**src/rtl/reg_scoreboard.sv**
```systemverilog
// Register scoreboard: counts in-flight writes per architectural register between ID and WB.
// Latency: stall is combinational from current state; issue/retire/flush take effect at the next edge.
// Backpressure: stall holds ID on an unresolved source hazard or a saturated per-register counter.
// Optional build macro SCOREBOARD_FWD_EN: with it, source hazards stall only on a pending load producer.
module reg_scoreboard #(
  parameter int CNT_WIDTH = 2,
  parameter int REG_NUM   = 32
) (
  input  logic       clk,
  input  logic       rst,
  input  logic       reg_read_en_1,
  input  logic [4:0] reg_addr_1,
  input  logic       reg_read_en_2,
  input  logic [4:0] reg_addr_2,
  input  logic       reg_write_en,
  input  logic [4:0] reg_write_addr,
  input  logic       id_is_load,
  input  logic       id_issue,
  input  logic       wb_write_en,
  input  logic [4:0] wb_write_addr,
  input  logic       flush,
  output logic       stall,
  output logic [5:0] busy_count
);

  localparam logic [CNT_WIDTH-1:0] CNT_MAX  = '1;
  localparam logic [CNT_WIDTH-1:0] CNT_ZERO = '0;
  localparam logic [CNT_WIDTH-1:0] CNT_ONE  = CNT_WIDTH'(1);

  // Per-register outstanding-write count and "latest producer is a load" flag.
  logic [CNT_WIDTH-1:0] cnt_q [REG_NUM];
  logic [CNT_WIDTH-1:0] cnt_d [REG_NUM];
  logic [REG_NUM-1:0]   ld_q;
  logic [REG_NUM-1:0]   ld_d;
  logic [5:0]           busy_count_q;
  logic [5:0]           busy_count_d;

  logic src_hazard_1;
  logic src_hazard_2;
  logic full_hazard;
  logic issue_eff;
  logic [REG_NUM-1:0] inc_vec;
  logic [REG_NUM-1:0] dec_vec;

  // Source and capacity hazards from current state only; WB of this cycle is not bypassed.
  always_comb begin
    src_hazard_1 = 1'b0;
    src_hazard_2 = 1'b0;
    full_hazard  = 1'b0;
`ifdef SCOREBOARD_FWD_EN
    // Non-load producers are forwarded from EX/MEM, so only a pending load blocks a reader.
    src_hazard_1 = reg_read_en_1 && (reg_addr_1 != 5'd0) &&
                   (cnt_q[reg_addr_1] != CNT_ZERO) && ld_q[reg_addr_1];
    src_hazard_2 = reg_read_en_2 && (reg_addr_2 != 5'd0) &&
                   (cnt_q[reg_addr_2] != CNT_ZERO) && ld_q[reg_addr_2];
`else
    // No forwarding network: any pending producer blocks a reader.
    src_hazard_1 = reg_read_en_1 && (reg_addr_1 != 5'd0) &&
                   (cnt_q[reg_addr_1] != CNT_ZERO);
    src_hazard_2 = reg_read_en_2 && (reg_addr_2 != 5'd0) &&
                   (cnt_q[reg_addr_2] != CNT_ZERO);
`endif
    // A saturated counter cannot take another producer without wrapping.
    full_hazard  = reg_write_en && (reg_write_addr != 5'd0) &&
                   (cnt_q[reg_write_addr] == CNT_MAX);
  end

  assign stall     = src_hazard_1 | src_hazard_2 | full_hazard;
  assign issue_eff = id_issue && !stall && !flush;

  // Decode per-register increment (accepted issue) and decrement (retire of a pending write).
  always_comb begin
    inc_vec = '0;
    dec_vec = '0;
    for (int r = 1; r < REG_NUM; r++) begin
      inc_vec[r] = issue_eff && reg_write_en && (reg_write_addr == 5'(r));
      dec_vec[r] = wb_write_en && (wb_write_addr == 5'(r)) && (cnt_q[r] != CNT_ZERO);
    end
  end

  // Next-state counters, load flags and the popcount of busy registers.
  always_comb begin
    for (int r = 0; r < REG_NUM; r++) begin
      cnt_d[r] = cnt_q[r];
    end
    ld_d         = ld_q;
    busy_count_d = 6'd0;

    for (int r = 1; r < REG_NUM; r++) begin
      if (inc_vec[r] && dec_vec[r]) begin
        // One retires while another enters: count unchanged, newest producer owns the flag.
        ld_d[r] = id_is_load;
      end else if (inc_vec[r]) begin
        cnt_d[r] = cnt_q[r] + CNT_ONE;
        ld_d[r]  = id_is_load;
      end else if (dec_vec[r]) begin
        cnt_d[r] = cnt_q[r] - CNT_ONE;
        if (cnt_q[r] == CNT_ONE) begin
          ld_d[r] = 1'b0;
        end
      end
    end

    // Flush overrides any issue or retire in the same cycle.
    if (flush) begin
      for (int r = 0; r < REG_NUM; r++) begin
        cnt_d[r] = CNT_ZERO;
      end
      ld_d = '0;
    end

    // Register 0 is hardwired zero and never tracked.
    cnt_d[0] = CNT_ZERO;
    ld_d[0]  = 1'b0;

    for (int r = 1; r < REG_NUM; r++) begin
      if (cnt_d[r] != CNT_ZERO) begin
        busy_count_d = busy_count_d + 6'd1;
      end
    end
  end

  // State registers with asynchronous clear.
  always_ff @(posedge clk or posedge rst) begin
    if (rst) begin
      for (int r = 0; r < REG_NUM; r++) begin
        cnt_q[r] <= CNT_ZERO;
      end
      ld_q         <= '0;
      busy_count_q <= 6'd0;
    end else begin
      for (int r = 0; r < REG_NUM; r++) begin
        cnt_q[r] <= cnt_d[r];
      end
      ld_q         <= ld_d;
      busy_count_q <= busy_count_d;
    end
  end

  assign busy_count = busy_count_q;

endmodule

```
**config.mk**
```make
export PLATFORM = sky130hd
export DESIGN_NAME = reg_scoreboard
export DESIGN_NICKNAME = d
export VERILOG_FILES = /design/src/rtl/reg_scoreboard.sv
export SDC_FILE = /design/constraint.sdc
export NUM_CORES = 1
export LEC_CHECK = 0
export CORE_ASPECT_RATIO = 0.9
export CORE_MARGIN = 5
export CORE_UTILIZATION = 44
export DETAILED_ROUTE_END_ITERATION = 10
export PLACE_DENSITY_LB_ADDON = 0.2
export SLEW_MARGIN = 20
export SYNTH_ARGS = -nofsm -noshare
export SYNTH_HDL_FRONTEND = slang
export SYNTH_SLANG_ARGS = --single-unit
export TNS_END_PERCENT = 20
```
**constraint.sdc**
```tcl
create_clock -name clk -period 20.9 [get_ports clk]
set_input_delay 4.18 -clock clk [delete_from_list [all_inputs] [get_ports clk]]
set_output_delay 4.18 -clock clk [all_outputs]
set_load 0.01 [all_outputs]
```
# --- Word level (Yosys, flattened, before mapping) ---
# Index checks and enable logic that the tools add are counted.
classes:
  bitwise_logic: 5
  reduce_logical: 202
  mux: 134
  add_sub_neg: 92
  eq_ne: 63
  order_cmp: 3
ops:
  columns: ["operator", "count"]
  rows:
  - ["2-to-1 mux 2 bit", 99]
  - ["adder 6 x 1 -> 6 bit, second input constant", 30]
  - ["2-to-1 mux 6 bit", 30]
  - ["equality test 5 bit, second input constant", 32]
  - ["logical AND 1 bit", 133]
  - ["nonzero test 2 bit", 64]
  - ["equality test 5 x 4 -> 1 bit, second input constant", 16]
  - ["adder 2 x 1 -> 2 bit, second input constant", 31]
  - ["2-to-1 mux 62 bit", 1]
  - ["subtractor 2 x 1 -> 2 bit, second input constant", 31]
  - ["equality test 5 x 3 -> 1 bit, second input constant", 8]
  - ["binary-select mux 2 bit (select 5 bit)", 3]
  - ["equality test 5 x 2 -> 1 bit, second input constant", 4]
  - ["greater-or-equal comparator 6 bit, second input constant", 3]
  - ["NOT 5 -> 6 bit", 3]
  - ["nonzero test 5 bit", 3]
  - ["equality test 5 x 1 -> 1 bit, second input constant", 2]
  - ["equality test 2 bit, second input constant", 1]
  - ["zero test 1 bit", 2]
  - ["bitwise OR 1 bit", 2]
  - ["2-to-1 mux 1 bit", 1]
word_totals:
  output_inout_bits: 7
  word_cells: 531
  reg_bits: 68
  inputBits: 29

# --- Depth between registers and ports, before layout ---
logic_depth:
  ltp_word: 78
  depth_mapped: 100
  mapped_depth_nobuf: 97

# --- Least setup slack after synthesis ---
# OpenSTA, ideal clock, no wires.
synth_timing:
  kind: "input to register"
  start: "in reg_write_addr[1]"
  end: "reg busy_count_q[4] (netlist: busy_count[4])"
  t_required_ns: 20.770
  stages: 98
  path_buffers: 3
  t_arrival_ns: 23.893
  slack_ns: -3.123
  setup_time_ns: 0.130
  cell_sequence: "buf_2 buf_2 mux2i_1 o22ai_1 o31ai_1 o22a_1 buf_6 nand2_1 nor2_1 nand3_1 maj3_1 a221oi_1 or2_2 inv_1 ha_1 xor2_2 ha_1 nand2_1 (+62 left out) ha_1 mux2_2 ha_1 mux2_2 ha_1 mux2_2 ha_1 mux2_2 ha_1 mux2_2 ha_1 mux2_2 ha_1 nand2_1 a21oi_1 a21oi_1 o21ai_0 xnor2_1"
synth_lines:
  columns: ["element", "line_no", "rtl"]
  rows:
  - ["start: declaration", "16", "input logic [4:0] reg_write_addr,"]
  - ["end signal: assignment", "136", "busy_count_q <= busy_count_d;"]
  - ["end: declaration", "35", "logic [5:0] busy_count_q;"]

==> flow_summary.toml <==
[outcome]
status = "finished with violations"
violations = "setup timing"

[final_layout]
nets = 1729
drive_above_1_share = 0.269
synthToLayoutAreaGrowth_pct = 29.6
antenna_cells = 0
design_area_um2 = 14500

[timing]
finalCriticalPeriod_ns = 21.89
max_freq_mhz = 45.7
finalHoldViolations = 0
tightestPinTransition_ns = 0.975
slew_violations = 0
fin_crit_sh = 1.05
rsz0062_at_grt = "yes"
setup_ws_ns = -0.986
whs_ns = 0.593
relSlewSlack = 0.350
finClkSkew_ns = 0.00762
setup_violations = 5

[power]
total_leakage_power_nw = 5.68
p_per_area_nw_per_um2 = 39.7
intPower_mw = 0.365
netSwitchingPower_mw = 0.210
switching_share = 0.365
clock_power_share = 0.277
max-vdd-ir-drop_mv = 0.0321
power_frac_comb = 0.484
seq_power_share = 0.239

[synthesis]
ys_dominant_reg_cell = "dfrtp_1"
syn_inst = 1430
synth_cell_types = 113
yosysTopAreaCell = "dfrtp_1"
ys_ff_latch = 68
synth_area_leaders = "dfrtp_1 15%, xnor2_1 10%, ha_1 6.8%"
yosys-top-cells-count = "169 x nor2_1, 129 x xnor2_1, 113 x nand2_1"
synthArstFlopShare = 1.00
synthesis.area_um2 = 11200
synth_edf_count = 0
synth_seq_area_share = 0.152
synth.most_common_cell = "nor2_1"
synth_nets = 1520
synth_top_area_share = 0.152
synth_area_per_cell_um2 = 7.81
yosys_warnings = 0

[cts]
cts_buffer_depth = 2
path_clk_slew_ns = 0.06
htreeDepth = 3
cts_sinks = 68
clkLatencyLatePin_ns = 0.35
cts_buffers = 9
root_buffer = "clkbuf_16"
cts_tree = "yes"

[grt]
grt_overflow = 0
antenna_found_initial = 0
grt_max_degree = 69
grt_usage = 0.235
first_global_vias = 10760
grt_pass1_wl_um = 54800

[floorplanning]
num_rows = 55
design.core.area_um2 = 25100
die_area_um2 = 28700
die_height_um = 161
io_pins = 36
start_util = 0.445
die_w_um = 178

[placement]
port_buffers = 34
place_area_um2 = 13600
globalplace.congestion = 0.925
place_hpwl_um = 26600

[detailed_routing]
routedWlPerCell_um = 17.3
via_count = 11284
dr.pass1.iters = 6
drtAntennaViolNets = 0
first_iter_violations = 881
wirelength_um = 34400
drc = 0
via_per_inst = 5.68

[worst_setup_path]
critPathRequiredTime_ns = 21.14
arrival_ns = 22.12
critPathKind = "in2reg"
rrSetupSlack_ns = 2.35
worst_setup_path_end_kind = "flip-flop"
reg2reg_depth = 94
rr_startpoint = "cnt_q[24]"
slowest_stage = "ha_1"
slowest_delay_ns = 0.37
crit_top_cell = "ha_4"
rr_endpoint = "busy_count[4]"
startpoint_type = "primary input"
worstPathMaxFanout = 6

[worst_hold_path]
min_from = "cnt_q[59]"
whs_endpoint = "cnt_q[59]"
min_path_cells = 2
hp-class = "reg2reg"

[flow_run]
drv_cap = 0
==> routing by layer <==
layer  share of wire  vias to the layer above  global-route usage
li1                -                     5590                   -
met1            0.44                     5365               0.313
met2            0.48                      280               0.396
met3           0.058                       49              0.0396
met4           0.023                        0              0.0601
met5               0                        -                   0
==> per-stage QoR <==
step	setup WS (ns)	utilization	instances	TNS [ns]	total power, mW
3_3_place_gp	-1.75	0.540	1933	-8.30	0.385
2_1_floorplan	-0.986	-	1430	-4.00	0.304
6_report	-0.986	0.576	1986	-4.51	0.575
4_1_cts	-1.11	0.567	1978	-5.16	0.565
5_1_grt	-1.71	0.576	1986	-8.06	0.610
3_5_place_dp	-1.89	0.540	1933	-9.01	0.392
==> timing repair <==
action	CTS	global route
hold buffers	0	0
pin swaps	46	41
buffers inserted	29	8
gates resized for setup	66	35
endpoints found under the setup margin	5	5
==> how the worst max path moves through the flow <==
stage	from	to	slack, ns	cells after the start
after CTS	reg_addr_2[0]	busy_count[4]	-1.11	97
after global placement	reg_addr_1[0]	busy_count[4]	-1.75	95
after detailed placement	reg_addr_1[0]	busy_count[4]	-1.89	97
after global routing	reg_write_addr[3]	busy_count[4]	-1.71	98
after floorplan	reg_write_addr[1]	busy_count[4]	-0.99	98
final	reg_write_addr[3]	busy_count[4]	-0.99	96
==> registers in the layout, indices dropped and copies added, names as in the netlist <==
| name | cells |
|---|---|
| cnt_q | 62 |
| busy_count | 6 |
==> critical path, delay by kind of cell <==
family,cells,cell delay [ns]
AOI/OAI and AO/OA,23,3.37
xor gates and xnor gates,2,0.32
adders and majority gates,29,7.12
buffers and inverters,7,0.75
muxes,14,3.79
and+or+nand+nor,21,2.52
==> kinds of logic after synthesis <==
group / synth area share
xor+xnor: 0.180
compound gates: 0.182
fa+ha+maj: 0.0710
buf+inv: 0.0574
flops: 0.152
mux: 0.0997
simple gates: 0.258
==> layout make-up <==
class	count	area, µm²
clock buffers	9	225
inverters	105	404
clock inverters	7	77.6
fillers	2303	10600
flip-flops and latches	68	1700
well taps	342	428
multi-input cells	1204	9600
repair buffers	251	2040
==> power by group through the flow <==
stage               combinational (mW)  clock (mW)  sequential, mW
finish                           0.278       0.159           0.137
global route                     0.305       0.167           0.138
CTS                              0.266       0.162           0.137
detailed placement               0.253           0           0.139
global placement                 0.246           0           0.139
floorplan                        0.165           0           0.139
==> cells in the final DEF (no fill, tap or decap), types with 8 or more instances in the layout <==
cell type,netlist,routed
a2111oi_0,13,8
a211oi_1,18,18
a21o_1,9,9
a21oi_1,58,56
a31oi_1,17,15
and2_1,14,14
and3_1,18,17
buf_4,7,206
clkbuf_16,0,9
clkdlybuf4s50_1,0,23
dfrtp_1,68,68
ha_1,61,41
ha_4,0,20
inv_1,99,93
inv_2,6,10
mux2_2,33,19
mux2_4,1,15
mux2i_1,51,50
mux4_2,9,9
nand2_1,113,104
nand2b_1,14,12
nand3_1,57,54
nand4_1,10,10
nor2_1,169,163
nor2_2,3,8
nor3_1,75,64
nor3_2,8,17
nor3b_1,9,9
o21ai_0,44,42
o311ai_0,15,15
o31ai_1,15,8
or3_1,22,22
xnor2_1,129,129
xnor2_2,9,9
xor2_1,34,33
No activity file was read; power rests on OpenSTA's default activity.
